[config.mk]
export PLATFORM = sky130hd
export DESIGN_NAME = viking_bus_sched
export DESIGN_NICKNAME = d
export VERILOG_FILES = /design/src/rtl/viking_bus_pkg.sv /design/src/rtl/viking_refresh_timer.sv /design/src/rtl/viking_bus_sched.sv
export SDC_FILE = /design/constraint.sdc
export NUM_CORES = 1
export LEC_CHECK = 0
export CORE_MARGIN = 5
export CORE_UTILIZATION = 40
export CTS_CLUSTER_SIZE = 25
export DETAILED_ROUTE_END_ITERATION = 7
export GPL_ROUTABILITY_DRIVEN = 0
export PLACE_DENSITY = 0.77
export SKIP_LAST_GASP = 1
export SYNTH_ARGS = -nofsm -noshare
export SYNTH_HDL_FRONTEND = slang
export SYNTH_SLANG_ARGS = --single-unit
[constraint.sdc]
create_clock -name clk_32 -period 1.7 [get_ports clk_32]
set_input_delay 0.17 -clock clk_32 [delete_from_list [all_inputs] [get_ports clk_32]]
set_output_delay 0.17 -clock clk_32 [all_outputs]
set_load 0.01 [all_outputs]
[src/rtl/viking_bus_pkg.sv]
// Shared types and constants for the ST RAM bus-slot scheduler.
package viking_bus_pkg;

  localparam int ADDR_W = 23;

  localparam logic [1:0] SLOT_VIDEO0 = 2'd0;
  localparam logic [1:0] SLOT_VIDEO2 = 2'd2;

  typedef enum logic [2:0] {
    OWN_NONE,
    OWN_SHIFTER,
    OWN_VIKING,
    OWN_DMA,
    OWN_REFRESH
  } owner_e;

endpackage

[src/rtl/viking_refresh_timer.sv]
// DRAM refresh request timer: period down-counter, single pending flag and
// starvation counter that escalates a long-waiting refresh to urgent.
module viking_refresh_timer #(
  parameter int REFRESH_PERIOD = 30,
  parameter int STARVE_MAX     = 8
) (
  input  logic clk_32,
  input  logic reset,
  input  logic wrap,
  input  logic granted,
  output logic pending,
  output logic urgent
);

  localparam int CNT_W = (REFRESH_PERIOD > 1) ? $clog2(REFRESH_PERIOD) : 1;
  localparam logic [CNT_W-1:0] RELOAD = CNT_W'(REFRESH_PERIOD - 1);
  // A limit above 15 can never be reached by the 4-bit counter.
  localparam logic [4:0] STARVE_LIM = (STARVE_MAX > 16) ? 5'd16 : 5'(STARVE_MAX);

  logic [CNT_W-1:0] cnt_q, cnt_d;
  logic             pending_q, pending_d;
  logic [3:0]       starve_q, starve_d;
  logic             expire;

  always_comb begin
    expire    = wrap && (cnt_q == '0);
    cnt_d     = cnt_q;
    pending_d = pending_q;
    starve_d  = starve_q;
    if (wrap) begin
      cnt_d = expire ? RELOAD : (cnt_q - CNT_W'(1));
      if (pending_q && (starve_q != 4'hf)) begin
        starve_d = starve_q + 4'd1;
      end
    end
    if (granted) begin
      pending_d = 1'b0;
      starve_d  = 4'd0;
    end
    // A fresh expiry survives a same-edge grant; an expiry while pending is lost.
    if (expire) begin
      pending_d = 1'b1;
    end
  end

  always_ff @(posedge clk_32) begin
    if (reset) begin
      cnt_q     <= RELOAD;
      pending_q <= 1'b0;
      starve_q  <= 4'd0;
    end else begin
      cnt_q     <= cnt_d;
      pending_q <= pending_d;
      starve_q  <= starve_d;
    end
  end

  assign pending = pending_q;
  assign urgent  = ({1'b0, starve_q} >= STARVE_LIM);

endmodule

[src/rtl/viking_bus_sched.sv]
// ST RAM bus-slot scheduler: 4-phase slot counter, video-slot arbitration
// between shifter, Viking, DMA and refresh, registered RAM command and acks.
module viking_bus_sched
  import viking_bus_pkg::*;
#(
  parameter int REFRESH_PERIOD = 30,
  parameter int STARVE_MAX     = 8
) (
  input  logic              clk_32,
  input  logic              reset,
  input  logic              bclk_en,
  input  logic              viking_en,
  input  logic              shifter_req,
  input  logic [ADDR_W-1:0] shifter_addr,
  input  logic              viking_req,
  input  logic [ADDR_W-1:0] viking_addr,
  input  logic              dma_req,
  input  logic [ADDR_W-1:0] dma_addr,
  input  logic              dma_we,
  output logic [1:0]        bus_cycle,
  output logic [ADDR_W-1:0] ram_addr,
  output logic              ram_oe,
  output logic              ram_we,
  output logic              ram_refresh,
  output logic              shifter_ack,
  output logic              viking_ack,
  output logic              dma_ack
);

  logic [1:0]        bus_cycle_q, bus_cycle_d, next_slot;
  owner_e            owner_q, owner_d, pick;
  logic [ADDR_W-1:0] ram_addr_q, ram_addr_d;
  logic              ram_oe_q, ram_oe_d;
  logic              ram_we_q, ram_we_d;
  logic              ram_refresh_q, ram_refresh_d;
  logic              shifter_ack_q, shifter_ack_d;
  logic              viking_ack_q, viking_ack_d;
  logic              dma_ack_q, dma_ack_d;
  logic              wrap, ref_pending, ref_urgent, ref_granted;

  assign next_slot   = bus_cycle_q + 2'd1;
  assign wrap        = bclk_en && (bus_cycle_q == 2'd3);
  assign ref_granted = bclk_en && (pick == OWN_REFRESH);

  viking_refresh_timer #(
    .REFRESH_PERIOD (REFRESH_PERIOD),
    .STARVE_MAX     (STARVE_MAX)
  ) u_refresh (
    .clk_32  (clk_32),
    .reset   (reset),
    .wrap    (wrap),
    .granted (ref_granted),
    .pending (ref_pending),
    .urgent  (ref_urgent)
  );

  // Request/ack handshake: a *_req level is sampled only on the bclk_en that
  // enters a video slot; the winner owns the whole slot regardless of later
  // req changes, and its *_ack is a single-clock strobe after the slot ends.
  always_comb begin
    pick = OWN_NONE;
    if (next_slot == SLOT_VIDEO0) begin
      if (shifter_req)      pick = OWN_SHIFTER;
      else if (ref_urgent)  pick = OWN_REFRESH;
      else if (dma_req)     pick = OWN_DMA;
      else if (ref_pending) pick = OWN_REFRESH;
    end else if (next_slot == SLOT_VIDEO2) begin
      if (ref_urgent)                   pick = OWN_REFRESH;
      else if (viking_en && viking_req) pick = OWN_VIKING;
      else if (ref_pending)             pick = OWN_REFRESH;
      else if (dma_req)                 pick = OWN_DMA;
    end
  end

  always_comb begin
    bus_cycle_d   = bus_cycle_q;
    owner_d       = owner_q;
    ram_addr_d    = ram_addr_q;
    ram_oe_d      = ram_oe_q;
    ram_we_d      = ram_we_q;
    ram_refresh_d = ram_refresh_q;
    shifter_ack_d = 1'b0;
    viking_ack_d  = 1'b0;
    dma_ack_d     = 1'b0;
    if (bclk_en) begin
      bus_cycle_d   = next_slot;
      owner_d       = pick;
      shifter_ack_d = (owner_q == OWN_SHIFTER);
      viking_ack_d  = (owner_q == OWN_VIKING);
      dma_ack_d     = (owner_q == OWN_DMA);
      ram_addr_d    = '0;
      ram_oe_d      = 1'b0;
      ram_we_d      = 1'b0;
      ram_refresh_d = 1'b0;
      case (pick)
        OWN_SHIFTER: begin
          ram_addr_d = shifter_addr;
          ram_oe_d   = 1'b1;
        end
        OWN_VIKING: begin
          ram_addr_d = viking_addr;
          ram_oe_d   = 1'b1;
        end
        OWN_DMA: begin
          ram_addr_d = dma_addr;
          ram_oe_d   = !dma_we;
          ram_we_d   = dma_we;
        end
        OWN_REFRESH: ram_refresh_d = 1'b1;
        default: ;
      endcase
    end
  end

  always_ff @(posedge clk_32) begin
    if (reset) begin
      bus_cycle_q   <= 2'd0;
      owner_q       <= OWN_NONE;
      ram_addr_q    <= '0;
      ram_oe_q      <= 1'b0;
      ram_we_q      <= 1'b0;
      ram_refresh_q <= 1'b0;
      shifter_ack_q <= 1'b0;
      viking_ack_q  <= 1'b0;
      dma_ack_q     <= 1'b0;
    end else begin
      bus_cycle_q   <= bus_cycle_d;
      owner_q       <= owner_d;
      ram_addr_q    <= ram_addr_d;
      ram_oe_q      <= ram_oe_d;
      ram_we_q      <= ram_we_d;
      ram_refresh_q <= ram_refresh_d;
      shifter_ack_q <= shifter_ack_d;
      viking_ack_q  <= viking_ack_d;
      dma_ack_q     <= dma_ack_d;
    end
  end

  assign bus_cycle   = bus_cycle_q;
  assign ram_addr    = ram_addr_q;
  assign ram_oe      = ram_oe_q;
  assign ram_we      = ram_we_q;
  assign ram_refresh = ram_refresh_q;
  assign shifter_ack = shifter_ack_q;
  assign viking_ack  = viking_ack_q;
  assign dma_ack     = dma_ack_q;

endmodule
==> run metrics, run 1 <==
Req. time, crit path 1930 ps; failing checks setup timing; Die Width 93.2 µm; vias in the first global route 2886; IO Pins 108; headroom to the max-slew limit 74.6%; drt initial violations 117; crit-path cells inv_4 > ha_4 > nor3b_4 > buf_4 > o21ai_4 > and2_4 > buf_12 > buf_12 > a31oi_4 > a211oi_2; die footprint 0.00869 mm²; clock skew 8.43 ps; DR vias/cell 5.45; setup ws final -209 ps; crit path buf inv count 4; num rows 30; Initial Util 41.0%; main flop type after synthesis dfxtp_1; GRT overflow 0; Hold Crit Depth 3; Mapped Area 0.00277 mm²; pre-CTS setup slack -273 ps; number of synthesized flops with an enable pin 0; status finished, violations left; crit-path most repeated cell buf_12; top post-synthesis cells by count dfxtp_1 (44), nor2_1 (37), inv_1 (29); CTS tree built; most area-hungry cell type in the Yosys netlist dfxtp_1; synth top area cells dfxtp_1 (32%), a221oi_2 (10%), a31oi_1 (5.2%); vias after detailed routing 2908; Seq/Total Area, Yosys 31.8%; ys async rst share 0%; Synth top area share 31.8%; worst min path class in -> reg; R2R setup slack -210 ps; cells on worst reg2reg path 10; final core occ 69.5%; number of routed nets with antenna violations 0; initial antenna violation count 0; max cap viols 0; Crit path largest cell delay 380 ps; clk slew on worst S/H paths 80 ps; register bit total from synthesis 44; Fin. Hold Viols 0; CORE AREA 0.00676 mm²; period utilisation layout 112%; fraction of layout cells with a size suffix above 1 26.2%; Clock Path Buffers 2; fmax 524 MHz; TritonCTS Buffers 5; data arrival time of the worst path 2140 ps; buffers added on ports 107; Area Growth Syn to Fin 69.5%; Crit path max-delay family compound AO/OA/AOI/OAI gates; final net count 536; first-pass GRT wire length 14400 µm; Clock H-tree levels 2; Worst setup EP type register; worst-path maximum fanout 7; syn_area_per_cell 8.63 µm²; root buffer cell clkbuf_8; peak supply drop 506 µV; worst slew pin tran 381 ps; Final HPWL DP 6530 µm; syn_nets 404; largest net degree at the start of global routing 40; DRT Pass-1 Iters 4; die height 93.2 µm; Crit path depth 10; # diodes 0; final hold slack 248 ps; Pleak 1.77 nW; GRT Util Overall 20.3%; WS Path Type reg -> reg; worst skew pair latency 300 ps; Ys Warns 0; Tmin final 1910 ps; Slew Limit Fails 0; PwrDens 572 mW/mm²; most frequent cell after synthesis dfxtp_1; final setup violation count 32; CP max stage cell dfxtp_4; RSZ-0062 raised after global routing true; critical path startpoint category register; WL/cell 17.0 µm; Mapped Cells 321; TritonCTS Sinks 44; Routed WL 9060 µm; count of different cell masters after synthesis 44; DRC Markers 0
## area by class of cell
type                            instances  area (µm²)
Fill cell                             523        2060
Multi-Input combinational cell        220        1920
Timing Repair Buffer                  153        1570
Sequential cell                        44         888
Inverter                               29         111
Tap cell                               80         100
Clock buffer                            6        72.6
Clock inverter                          2        35.0
## state kept, by name, summed over array words and instances, names as in the netlist
register            cells
bus_cycle               2
u_refresh.cnt_q         5
u_refresh.starve_q      4
owner_q                 3
ram_we                  1
u_refresh.pending       1
dma_ack                 1
shifter_ack             1
ram_refresh             1
ram_oe                  1
viking_ack              1
ram_addr               23
## logic make-up (layout without fill, tap and decap cells)
group	after synthesis	in the layout	share of synthesized area [%]
AO/OA/AOI/OAI	109	109	33.2
AND/OR/NAND/NOR	98	98	19.0
buffers and inverters	57	190	11.1
flip-flops	44	44	31.8
adder cells (fa/ha/maj)	6	6	2.71
XOR/XNOR	6	6	1.90
multiplexers	1	1	0.362
## metrics by stage
step	power (mW)	setup TNS (ps)	instance area (µm²)	std cells
5_1_grt	2.79	-7540	4690	534
2_1_floorplan	1.45	-1260	2960	321
3_3_place_gp	1.80	-4520	4300	515
4_1_cts	2.67	-3800	4600	530
3_5_place_dp	1.81	-5970	4300	515
6_report	2.68	-3610	4690	534
## final timing paths
check / from / endpoint
setup / recovery: bus_cycle[1] / ram_addr[10]
hold / removal: bclk_en / ram_addr[14]
setup reg to reg: bus_cycle[1] / ram_addr[10]
hold reg to reg: owner_q[2] / shifter_ack
## per-layer routing
layer  vias up  wire [µm]  GRT usage [%]
met5         -          0              0
met4         0         21           3.17
met3         3        571           4.67
met2        93       4570           35.8
met1      1392       3900           25.8
li1       1420          -              -
## power by group
group / total [mW] / switching [mW] / internal [mW]
registers: 1.08 / 0.0268 / 1.06
logic: 0.793 / 0.352 / 0.440
clock network: 0.806 / 0.369 / 0.437
total: 2.68 / 0.748 / 1.93
## worst min-delay path, cell delays in order
cell,delay [ps]
buf_2,130
a21o_4,160
a311oi_1,50
## layout by cell type, fill, tap and decap left out, drive strengths merged, types with 2 or more instances in the layout
cell type | synthesis | routed
clkdlybuf4s50 | 0 | 106
buf | 19 | 47
dfxtp | 44 | 44
nor2 | 37 | 37
inv | 29 | 29
a21oi | 28 | 28
a211oi | 25 | 25
nor2b | 24 | 24
a221oi | 23 | 23
a31oi | 23 | 23
nand2 | 11 | 11
nand2b | 6 | 6
clkbuf | 9 | 6
ha | 6 | 6
xor2 | 4 | 4
nor3b | 4 | 4
nand3 | 4 | 4
a311oi | 3 | 3
or2 | 2 | 2
o21ai | 2 | 2
nand4 | 2 | 2
nor4 | 2 | 2
xnor2 | 2 | 2
nand3b | 2 | 2
## what timing repair did
action | 4_1_cts | 5_1_grt
endpoints found under the setup margin | 32 | 34
pin swaps | 11 | 7
hold buffers | 0 | 0
cloned | 1 | 0
setup buffers | 6 | 4
resized for setup | 16 | 11
No activity file was read; power rests on OpenSTA's default activity.
==> run 2, diff against run 1 <==
CORE_UTILIZATION = 48   (was 40)
PLACE_DENSITY = 0.87   (was 0.77)
clock period = 2.4 ns   (was 1.7 ns; I/O delays follow)
==> run 2 against run 1 <==
  * Highest routed layer unchanged
  * Sequential power down 29%
  * The run now ends clean
  * First-iteration DRC count up 29%
  * Die area down 15%
  * Via count down 4.6%
  * Critical path type unchanged
  * Cell area down 15%
  * Largest power group unchanged
==> run metrics, run 2 (synthesized netlist as in run 1, its figures left out) <==
Power Total 1.74 mW; pre-CTS setup slack 337 ps; R2R setup slack 320 ps; vias in the first global route 2680; number of routed nets with antenna violations 0; clock group share of total power 32.8%; DRT Pass-1 Iters 4; reg2reg end ram_addr[16]; Hold Crit Depth 1; GRT Util Overall 21.3%; Setup Fix Bufs, Post-CTS 0; Clock H-tree levels 2; Worst setup EP type register; Die Width 86.0 µm; Clock Path Buffers 2; Worst R2R Start bus_cycle[0]; post-placement cell count 484; Pleak 1.38 nW; cells on worst reg2reg path 7; max reg flops 23; die footprint 0.00739 mm²; RSZ-0062 raised after global routing false; Fin. Hold Viols 0; setup ws final 318 ps; met3 Usage GRT 3.84%; max cap viols 0; final setup violation count 0; Power Internal 1.27 mW; CTS tree built; worst-path maximum fanout 24; Fill cells 446; fin cells 492; post-route cell area 0.00398 mm²; grt met1 use 26.8%; clock skew 6.99 ps; GRT met2 Usage 37.4%; logic gate share of total power 23.3%; num rows 27; area occupied by multi-input gates 0.00160 mm²; Crit path largest cell delay 370 ps; worst min path class reg -> reg; Switch Pwr 467 µW; Setup TNS 0 ps; peak supply drop 320 µV; Final HPWL DP 5970 µm; critical path startpoint category register; buffers added on ports 107; CP max stage cell dfxtp_1; Initial Util 50.0%; final hold slack 456 ps; first-pass GRT wire length 12800 µm; Sw Share 26.9%; # diodes 0; final core occ 71.9%; Sequential cell area 881 µm²; TritonCTS Buffers 5; drt initial violations 151; Req. time, crit path 2610 ps; clk slew on worst S/H paths 80 ps; Slew Limit Fails 0; worst skew pair latency 300 ps; crit-path cells ha_1 > nand2b_1 > or2_1 > buf_4 > a221oi_1 > a31oi_1 > a211oi_1; status completed; Tmin final 2080 ps; period utilisation layout 86.7%; DR vias/cell 5.64; Area Growth Syn to Fin 43.9%; most common cell after layout, fill and taps aside clkdlybuf4s50_1; CORE AREA 0.00554 mm²; final net count 502; DRC Markers 0; IO Pins 108; initial antenna violation count 0; die height 86.0 µm; vias after detailed routing 2774; Hold Crit Endpoint shifter_ack; TritonCTS Sinks 44; fmax 480 MHz; placed cell areas 0.00387 mm²; headroom to the max-slew limit 55.7%; PwrDens 437 mW/mm²; GR peak layer met2; root buffer cell clkbuf_8; fraction of layout cells with a size suffix above 1 13.6%; Seq pwr share 43.9%; worst slew pin tran 660 ps; data arrival time of the worst path 2290 ps; Routed WL 8190 µm; commonest non-fill, non-tap cells in the layout clkdlybuf4s50_1 (106), dfxtp_1 (44), nor2_1 (36); WL/cell 16.6 µm; WS Path Type reg -> reg; Min-Delay Startpoint owner_q[2]; GRT overflow 0; largest net degree at the start of global routing 66; # hold bufs at CTS 0; Post-CTS Resized 0
[run 2: cell type report]
class	count	area share (%)
Multi-Input combinational cell	220	40.1
Timing Repair Buffer	119	30.0
Sequential cell	44	22.1
Inverter	29	2.73
Tap cell	72	2.26
Clock buffer	5	1.73
Clock inverter	3	1.07
[run 2: per-layer routing]
metal	vias up	share of wire (%)
li1	1353	-
met1	1311	41
met2	97	50
met3	13	6.8
met4	0	1.8
met5	-	0
[run 2: worst max path at each step]
| stage | startpoint | end | slack, ps | cells after the start |
|---|---|---|---|---|
| final | bus_cycle[0] | ram_addr[16] | 320 | 7 |
| after global routing | bus_cycle[0] | ram_addr[16] | 150 | 7 |
| after CTS | bus_cycle[0] | ram_addr[16] | 300 | 7 |
| after detailed placement | bus_cycle[0] | ram_addr[5] | 340 | 7 |
| after global placement | viking_en | ram_addr[21] | 400 | 7 |
| after floorplan | bus_cycle[0] | ram_addr[10] | 460 | 9 |
[run 2: power groups by stage]
| stage | combinational, mW | sequential (mW) | clock [mW] |
|---|---|---|---|
| after floorplan | 0.200 | 0.787 | 0 |
| after global placement | 0.396 | 0.779 | 0 |
| after detailed placement | 0.404 | 0.781 | 0 |
| after CTS | 0.406 | 0.764 | 0.588 |
| after global routing | 0.433 | 0.767 | 0.624 |
| final | 0.405 | 0.764 | 0.571 |
[run 2: critical path, delay by kind of cell, from the launching register on]
kind | cells | cell delay (ps)
compound gates | 3 | 600
flops | 1 | 370
simple gates | 2 | 450
buf+inv | 1 | 250
fa+ha+maj | 1 | 320
